File: src/rtl/push_event_decoder.sv
// Turns a debounced button level into PRESS / LONG / RELEASE events, each
// tagged with the hold length, delivered through a one-entry valid/ready buffer.
module push_event_decoder #(
    parameter int unsigned SETTLE = 4,
    parameter int unsigned LONG   = 50000000,
    parameter int unsigned CNT_W  = 28
) (
    input  logic             CLK,
    input  logic             RST,
    input  logic             push,
    output logic             held,
    output logic             evt_valid,
    input  logic             evt_ready,
    output logic [1:0]       evt_code,
    output logic [CNT_W-1:0] evt_len,
    output logic             ovf
);

    typedef enum logic [2:0] {
        S_IDLE,
        S_CONFIRM_ON,
        S_HELD,
        S_LONG_HELD,
        S_CONFIRM_OFF
    } state_t;

    localparam logic [1:0]       EVT_PRESS   = 2'b01;
    localparam logic [1:0]       EVT_LONG    = 2'b10;
    localparam logic [1:0]       EVT_RELEASE = 2'b11;
    localparam logic [CNT_W-1:0] SETTLE_M1   = CNT_W'(SETTLE - 1);
    localparam logic [CNT_W-1:0] LONG_M1     = CNT_W'(LONG - 1);
    localparam logic [CNT_W-1:0] LEN_MAX     = {CNT_W{1'b1}};
    localparam logic [CNT_W-1:0] ONE         = CNT_W'(1);

    state_t           state_q, state_d;
    logic [CNT_W-1:0] cnt_q, cnt_d;
    logic [CNT_W-1:0] len_q, len_d;
    logic             was_long_q, was_long_d;
    logic             held_q, held_d;
    logic             evt_valid_q, evt_valid_d;
    logic [1:0]       evt_code_q, evt_code_d;
    logic [CNT_W-1:0] evt_len_q, evt_len_d;
    logic             ovf_q, ovf_d;
    logic             emit;
    logic [1:0]       emit_code;

    // Next-state, counters, and event buffer update
    always_comb begin
        state_d     = state_q;
        cnt_d       = cnt_q;
        len_d       = len_q;
        was_long_d  = was_long_q;
        evt_valid_d = evt_valid_q;
        evt_code_d  = evt_code_q;
        evt_len_d   = evt_len_q;
        ovf_d       = ovf_q;
        emit        = 1'b0;
        emit_code   = EVT_PRESS;

        if (state_q != S_IDLE) begin
            len_d = (len_q == LEN_MAX) ? len_q : len_q + ONE;
        end

        case (state_q)
            S_IDLE: begin
                if (push) begin
                    state_d = S_CONFIRM_ON;
                    cnt_d   = ONE;
                    len_d   = ONE;
                end else begin
                    len_d = '0;
                end
            end
            S_CONFIRM_ON: begin
                if (!push) begin
                    state_d = S_IDLE;
                    len_d   = '0;
                end else if (cnt_q == SETTLE_M1) begin
                    state_d   = S_HELD;
                    emit      = 1'b1;
                    emit_code = EVT_PRESS;
                end else begin
                    cnt_d = cnt_q + ONE;
                end
            end
            S_HELD: begin
                if (!push) begin
                    state_d    = S_CONFIRM_OFF;
                    cnt_d      = ONE;
                    was_long_d = 1'b0;
                end else if (len_q >= LONG_M1) begin
                    state_d   = S_LONG_HELD;
                    emit      = 1'b1;
                    emit_code = EVT_LONG;
                end
            end
            S_LONG_HELD: begin
                if (!push) begin
                    state_d    = S_CONFIRM_OFF;
                    cnt_d      = ONE;
                    was_long_d = 1'b1;
                end
            end
            S_CONFIRM_OFF: begin
                // A bounce resumes the press without re-announcing it
                if (push) begin
                    state_d = was_long_q ? S_LONG_HELD : S_HELD;
                end else if (cnt_q == SETTLE_M1) begin
                    state_d   = S_IDLE;
                    emit      = 1'b1;
                    emit_code = EVT_RELEASE;
                end else begin
                    cnt_d = cnt_q + ONE;
                end
            end
            default: begin
                state_d = S_IDLE;
            end
        endcase

        held_d = (state_d == S_HELD) || (state_d == S_LONG_HELD) ||
                 (state_d == S_CONFIRM_OFF);

        // A full, unaccepted buffer drops the new event and flags it
        if (emit) begin
            if (!evt_valid_q || evt_ready) begin
                evt_valid_d = 1'b1;
                evt_code_d  = emit_code;
                evt_len_d   = len_d;
            end else begin
                ovf_d = 1'b1;
            end
        end else if (evt_ready) begin
            evt_valid_d = 1'b0;
        end
    end

    always_ff @(posedge CLK or posedge RST) begin
        if (RST) begin
            state_q     <= S_IDLE;
            cnt_q       <= '0;
            len_q       <= '0;
            was_long_q  <= 1'b0;
            held_q      <= 1'b0;
            evt_valid_q <= 1'b0;
            evt_code_q  <= 2'b00;
            evt_len_q   <= '0;
            ovf_q       <= 1'b0;
        end else begin
            state_q     <= state_d;
            cnt_q       <= cnt_d;
            len_q       <= len_d;
            was_long_q  <= was_long_d;
            held_q      <= held_d;
            evt_valid_q <= evt_valid_d;
            evt_code_q  <= evt_code_d;
            evt_len_q   <= evt_len_d;
            ovf_q       <= ovf_d;
        end
    end

    assign held      = held_q;
    assign evt_valid = evt_valid_q;
    assign evt_code  = evt_code_q;
    assign evt_len   = evt_len_q;
    assign ovf       = ovf_q;

endmodule

File: config.mk
export PLATFORM = sky130hd
export DESIGN_NAME = push_event_decoder
export DESIGN_NICKNAME = d
export VERILOG_FILES = /design/src/rtl/push_event_decoder.sv
export SDC_FILE = /design/constraint.sdc
export NUM_CORES = 1
export LEC_CHECK = 0
export ABC_CLOCK_PERIOD_IN_PS = 7000
export CORE_UTILIZATION = 45
export DETAILED_ROUTE_END_ITERATION = 7
export DONT_BUFFER_PORTS = 1
export GPL_ROUTABILITY_DRIVEN = 0
export PLACE_DENSITY = 0.62
export SYNTH_ARGS = -nofsm -noshare
export SYNTH_HDL_FRONTEND = slang
export SYNTH_SLANG_ARGS = --single-unit
export TNS_END_PERCENT = 50
File: constraint.sdc
create_clock -name CLK -period 7 [get_ports CLK]
set_input_delay 1.4 -clock CLK [delete_from_list [all_inputs] [get_ports CLK]]
set_output_delay 1.4 -clock CLK [all_outputs]
set_load 0.01 [all_outputs]
* Yosys cells after proc, flatten, opt, wreduce, memory -nomap -nowiden
Index checks and enable logic that the tools add are counted.
Word-level totals: register bits 93, output and inout port bits 33, word-level logic and storage cells 82
Operators by class: add/subtract/negate cells 2, magnitude comparators 1, equal/unequal tests 16, muxes and demuxes 38, bitwise gates (word level) 1, reduce and logical (&&, ||, !) cells 15
Operator list (count):
- $mux 28 | 8
- $pmux 28 s4 | 1
- $add 28x1->28 const B | 2
- $pmux 28 s2 | 1
- $eq 28x2->1 const B | 1
- $eq 28x28->1 const B | 1
- $ge 28x26->1 const B | 1
- $mux 3 | 8
- $pmux 3 s5 | 1
- $eq 3x2->1 const B | 4
- $mux 1 | 12
- $ne 2x2->1 const B | 6
- $mux 2 | 4
- $eq 3x3->1 const B | 2
- $reduce_and 2->1 | 3
- $reduce_and 5->1 | 1
- $pmux 2 s2 | 1
- $reduce_bool 2->1 | 2
- $reduce_bool 4->1 | 1
- $eq 3x1->1 const B | 1
- $logic_not 3->1 | 1
- $logic_or 1x1->1 | 3
- $pmux 1 s3 | 1
- $reduce_and 3->1 | 1
- other kinds (6) | 6

* Longest topological paths before layout
Gate-level depths: netlist of the first run.
word-level depth 7, mapped depth 8

* Least setup slack after synthesis of the first run
Ideal clock, no wire load.
path type input to register, start input push, end register evt_len_q[2] (netlist: evt_len[2]), setup time 125 ps, arrival time 2698 ps, required time 6875 ps, slack 4177 ps, stages on the path 5, path buffers 2, cells stage by stage clkbuf_1 a211oi_2 clkbuf_1 nor2_1 mux2_2
Between the ends: elaborated cells on any way between the ends 7, classes of those cells mux (6); reduce/logical (1)
RTL lines:
- start: declaration | RTL line 10 | input logic push,
- $mux 28 | RTL line 75 | if (!push) begin
- $pmux 28 s2 | RTL line 64 | case (state_q)
- net len_d[2] | RTL line 37 | logic [CNT_W-1:0] len_q, len_d;
- end signal: assignment | RTL line 157 | evt_len_q <= evt_len_d;
- end: declaration | RTL line 42 | logic [CNT_W-1:0] evt_len_q, evt_len_d;
The timed path passes the listed nets, and every way through them passes these cells. A chain may end at the register's enable or synchronous reset.

* Final worst setup path of the first run
start register len_q[11], end register evt_len_q[8] (netlist: evt_len[8])
Between the ends: word-level cells in the longest chain between the ends 5, elaborated cells on any way between the ends 10, classes of those cells order compare (1); eq/ne (1); mux (7); reduce/logical (1)
RTL lines:
- start: declaration | RTL line 37
- start signal: assignment | RTL line 152 | len_q <= len_d;
- $ge 28x26->1 / $eq 28x28->1 (equally long branches) | RTL line 91, 61
- $mux 1 / $mux 28 (equally long branches) | RTL line 91, 61
- $mux 1 / $mux 28 (equally long branches) | RTL line 87, 60
- $pmux 1 s3 / $mux 28 (equally long branches) | RTL line 64, 75
- $reduce_and 2->1 (no line) / $pmux 28 s2 (equally long branches)
Parallel ways exist; a longest one is shown, timed or not.

==> results.cfg, run 1 <==
[pwr]
power.total_uw = 1254
pwr_density_cell_nw_per_um2 = 246.3
ir_drop_v = 0.0001219
p_leak_uw = 0.002044

[timing]
tightest_slew_ns = 1.190
setup_viol = 0
maxSlewViolCount = 0
fin_ws_ns = 3.970
fin_crit_ns = 3.030
fmax_mhz = 330.1
grt_setup_unrepaired = no
setup_tns_ns = 0
finClkSkew_ns = 0.01005
finalCritPeriodShare_pct = 43.28
final-hold-violation-count = 0
relSlewSlack_pct = 20.64

[drt]
viasPerCell = 5.572
postRouteAntennaNets = 0
post_drt_wl_per_cell_um = 15.73
drt-total-wl_um = 9595
drcViolationCount = 0
dr.pass1.iters = 4
vias = 3399
drtIter0Drc = 192

[cts]
cts_resized = 0
cts_max_level = 3
clock-sinks = 93
cts_tree = yes
cts-root-buf = clkbuf_8
cts_setup_buffers = 0
clockBufferDepth = 2
holdBufCountCts = 0
clk_pin_slew_worst_paths_ns = 0.09
clock_latency_ns = 0.38
numCtsBuffers = 9

[synthesis]
ys_types = 64
synth_cells = 470
async_flop_share_pct = 100.0
ys_ff_latch = 93
synth_seq_area_share_pct = 48.70
synth_flop_cell = dfrtp_1
synth_area_leader_cell = dfrtp_1
synth.avg_cell_area_um2 = 10.17
synth_top_area_share_pct = 48.70
synthTopCellsByArea = dfrtp_1 49%, xnor2_1 6.4%, nor2_1 5.7%
synth_edf_count = 0
synth_area_um2 = 4778
yosys_warnings = 0
synth_fp_nets = 476

[global_routing]
gr-usage-met1_pct = 24.57
grt_pass1_wl_um = 16940
grt_use_total_pct = 19.54
met3_usage_pct = 4.803
grtUsageMet2_pct = 31.13
grt-ovfl-total = 0
grt_max_degree = 57
antenna_found_initial = 0
grt_pass1_vias = 3433
grt.busiest_layer = met2

[job]
cap_violations = 0

[final_layout]
finalNetCount = 475
final_cell_mix = 93 x dfrtp_1, 72 x nor2_1, 35 x xnor2_1, 34 x nand2_1, 22 x mux2_2
n_antenna_cell = 0
drive_above_1_share_pct = 13.92
fin_area_um2 = 5092
layout_commonest_cell = dfrtp_1
syn2layout_area_growth_pct = 6.572

[die]
fp-row-count = 37
die_y_um = 105.0
core_area_um2 = 10320
die_area_um2 = 11030
ios = 37
start_util_pct = 46.29
die_w_um = 105.0

[setup_path]
critPathArrivalTime_ns = 3.29
worstPathRequired_ns = 7.26
endpoint_kind = flop
ff2ff_setup_slack_ns = 3.97
critPathKind = flop to flop
startpoint_type = flop
path_max_fanout = 35

[outcome]
status = complete, no violations

[place]
dpl.hpwl_um = 6557
portBuffers = 0
post-place-ws_ns = 3.582
post_dp_cell_area_um2 = 4892

[worst_hold_path]
hp-class = flop to flop
[metrics by stage]
stage               util, %  std cells  hold slack [ns]
floorplan                 -        470           0.4792
global placement      47.39        594           0.4925
detailed placement    47.39        594           0.4929
CTS                   49.33        610           0.5152
global route          49.33        610           0.5540
finish                49.33        610           0.5130
[cells by family after synthesis]
logic type / Yosys count / share of synthesized area, %
flops: 93 / 48.70
simple gates: 214 / 22.96
compound gates: 57 / 9.820
buf+inv: 30 / 3.116
mux: 26 / 6.075
fa+ha+maj: 2 / 0.5236
xor+xnor: 48 / 8.798
[cells in the mapped netlist (5+ instances only)]
cell type	n
dfrtp_1	93
nand3_1	21
mux2_2	22
xnor2_1	35
a211oi_1	5
nand4_1	14
nand2_1	34
inv_1	14
nor3_1	21
a21oi_1	13
xor2_1	13
nor2_1	72
clkbuf_1	8
nor4_1	11
o31ai_1	7
[registers in the layout (all words and copies together), names as in the netlist]
register,cells
cnt_q,28
evt_code,2
evt_len,28
evt_valid,1
held,1
len_q,28
ovf,1
state_q,3
was_long_q,1
[layout make-up]
| class | instances | area (um^2) |
|---|---|---|
| clock buffer | 10 | 137.6 |
| tap | 136 | 170.2 |
| sequential | 93 | 2327 |
| clock inverter | 6 | 62.56 |
| multi-input combinational | 347 | 2310 |
| fill | 965 | 5231 |
| inverter | 14 | 55.05 |
| timing repair buffer | 4 | 30.03 |
[critical path, stage by stage (launching register included)]
cell and delay (ns):
dfrtp_1 0.46, or4_1 0.56, a211oi_2 0.30, o31ai_2 0.20, a32oi_4 0.96, mux2_2 0.43
[where the power goes]
part / leakage (uW) / internal [uW] / total (uW) / switching, uW
Combinational: 0.000669 / 89.1 / 262 / 173
Sequential: 0.00128 / 570 / 629 / 58.5
Clock: 0.0000943 / 173 / 364 / 190
Total: 0.00204 / 833 / 1250 / 422
[per-layer routing]
metal  part of all wire (%)  routed length [um]
met1                     45                4353
met2                     48                4567
met3                    4.1                 389
met4                    3.0                 284
met5                      0                   0
[path summary, 6_finish.rpt]
kind                             from    endpoint  cells after the start
max                         len_q[11]  evt_len[8]                      5
min                        was_long_q  was_long_q                      1
max reg2reg                 len_q[11]  evt_len[8]                      5
min reg2reg                was_long_q  was_long_q                      1
max in group asynchronous         RST    cnt_q[0]                      2
min in group asynchronous         RST  evt_len[5]                      1
(Power assumes the default switching activity.)
==> run 2, diff against run 1 <==
ABC_CLOCK_PERIOD_IN_PS = 2400   (was 7000)
PLACE_DENSITY = 0.64   (was 0.62)
clock period = 2.4 ns   (was 7 ns; I/O delays follow)
==> run 2 against run 1 <==
Global-route usage down 0.16 points. Critical path depth up 3. Die area unchanged. Via count up 1.9%. Cell area up 3.7%. Hold slack worse by 0.40 ns. Clock skew down 0.0032 ns. Sequential share of layout area down 1.6 points. Clock power rose to 2.6 times the previous value. First-iteration DRC count up 22%.
==> results.cfg, run 2 (synthesized netlist as in run 1, its figures left out) <==
[timing]
fmax_mhz = 445.8
grt_setup_unrepaired = no
fin_crit_ns = 2.243
final-hold-violation-count = 0
finalCritPeriodShare_pct = 93.47
tightest_slew_ns = 0.4948
setup_tns_ns = 0
setup_viol = 0
maxSlewViolCount = 0
relSlewSlack_pct = 67.01
whs_ns = 0.1178
finClkSkew_ns = 0.006854

[global_routing]
grt_max_degree = 94
grt_use_total_pct = 19.38
grt-ovfl-total = 0
grt_pass1_wl_um = 16910
antenna_found_initial = 0
grt_pass1_vias = 3536

[cts]
cts_tree = yes
clock-sinks = 93
clock_latency_ns = 0.37
cts-root-buf = clkbuf_8
cts_max_level = 3
numCtsBuffers = 9
clk_pin_slew_worst_paths_ns = 0.09
clockBufferDepth = 2
cts_setup_buffers = 0

[final_layout]
fillCellCount = 932
multiInputGateArea_um2 = 2310
finalNonFillerCells = 634
seq_area_um2 = 2327
n_antenna_cell = 0
layout_commonest_cell = dfrtp_1
final_cell_mix = 93 x dfrtp_1, 72 x nor2_1, 35 x xnor2_1, 34 x nand2_1, 27 x buf_4
syn2layout_area_growth_pct = 10.55
finalNetCount = 501
drive_above_1_share_pct = 17.87

[worst_hold_path]
hp-class = input port to async pin

[pwr]
ir_drop_v = 0.0003855
pwr_density_cell_nw_per_um2 = 699.9
p_leak_uw = 0.002174

[setup_path]
reg2reg_depth = 8
r2r_end = evt_len[18]
startpoint_type = flop
critPathArrivalTime_ns = 2.51
reg2reg_from = cnt_q[1]
ff2ff_setup_slack_ns = 0.16
critPathKind = flop to flop
worstPathRequired_ns = 2.66
endpoint_kind = flop
path_max_fanout = 14

[drt]
drcViolationCount = 0
vias = 3465
dr.pass1.iters = 5
drtIter0Drc = 234
drt-total-wl_um = 9857
viasPerCell = 5.465
post_drt_wl_per_cell_um = 15.55
postRouteAntennaNets = 0

[die]
start_util_pct = 46.29
die_w_um = 105.0
core_area_um2 = 10320
die_y_um = 105.0
die_area_um2 = 11030
ios = 37
fp-row-count = 37

[place]
dpl.hpwl_um = 6904
place_inst = 620
portBuffers = 0

[outcome]
status = complete, no violations

[job]
cap_violations = 0
-- run 2: changes by cell type in the layout (fill, tap and decap cells not counted), sizes merged --
cell	previous run	this run
inv	14	13
clkinvlp	3	1
buf	4	30
clkbuf	10	12
bufinv	1	0
-- run 2: how the worst max path moves through the flow --
stage	depth (start not counted)	from	to
2_1_floorplan	6	len_q[10]	evt_len[11]
3_3_place_gp	6	len_q[10]	evt_len[1]
3_5_place_dp	8	len_q[10]	evt_len[18]
4_1_cts	8	len_q[10]	evt_len[18]
5_1_grt	7	len_q[0]	evt_len[24]
6_report	8	cnt_q[1]	evt_len[18]
-- run 2: timing repair --
action	4_1_cts	5_1_grt
hold buffers	0	0
gates resized for setup	0	1
endpoints found under the setup margin	0	1
-- run 2: area by class of cell --
class                   count  share of cell area [%]
flip-flops and latches     93                   44.05
well taps                 136                   3.221
multi-input cells         347                   43.72
repair buffers             30                   4.808
clock inverters             2                  0.1895
inverters                  14                   1.066
clock buffers              12                   2.937
-- run 2: critical path, stage by stage (launching register included) --
cell and delay, ns:
dfrtp_1 0.41, ha_1 0.25, nor4b_1 0.23, nand3_1 0.22, nor2_2 0.23, a32oi_4 0.16, buf_6 0.17, buf_4 0.18
o31ai_1 0.28
-- run 2: metrics by stage --
step           util (%)  total power [uW]  instance area, um^2  worst slack (ns)
2_1_floorplan         -              2456                 4782            0.1948
3_3_place_gp      49.53              2768                 5114            0.1755
3_5_place_dp      49.53              2793                 5114            0.1310
4_1_cts           51.13              3738                 5279            0.1136
5_1_grt           51.17              3900                 5283         0.0006137
6_report          51.17              3697                 5283            0.1567
-- run 2: per-layer routing --
| metal | wire, um | GRT usage, % |
|---|---|---|
| met5 | 0 | 0 |
| met4 | 212 | 8.753 |
| met3 | 434 | 5.240 |
| met2 | 4648 | 31.27 |
| met1 | 4561 | 24.31 |
-- run 2: power by group --
| group | internal, uW | leakage [uW] | switching, uW |
|---|---|---|---|
| Sequential | 1660 | 0.00128 | 128 |
| Combinational | 385 | 0.000806 | 581 |
| Clock | 419 | 0.0000881 | 520 |
==> run 3, diff against run 2 <==
CTS_CLUSTER_SIZE = 20   (was unset)
==> results of run 3 <==
No change in the layout: final DEF, timing and power equal those of run 2.
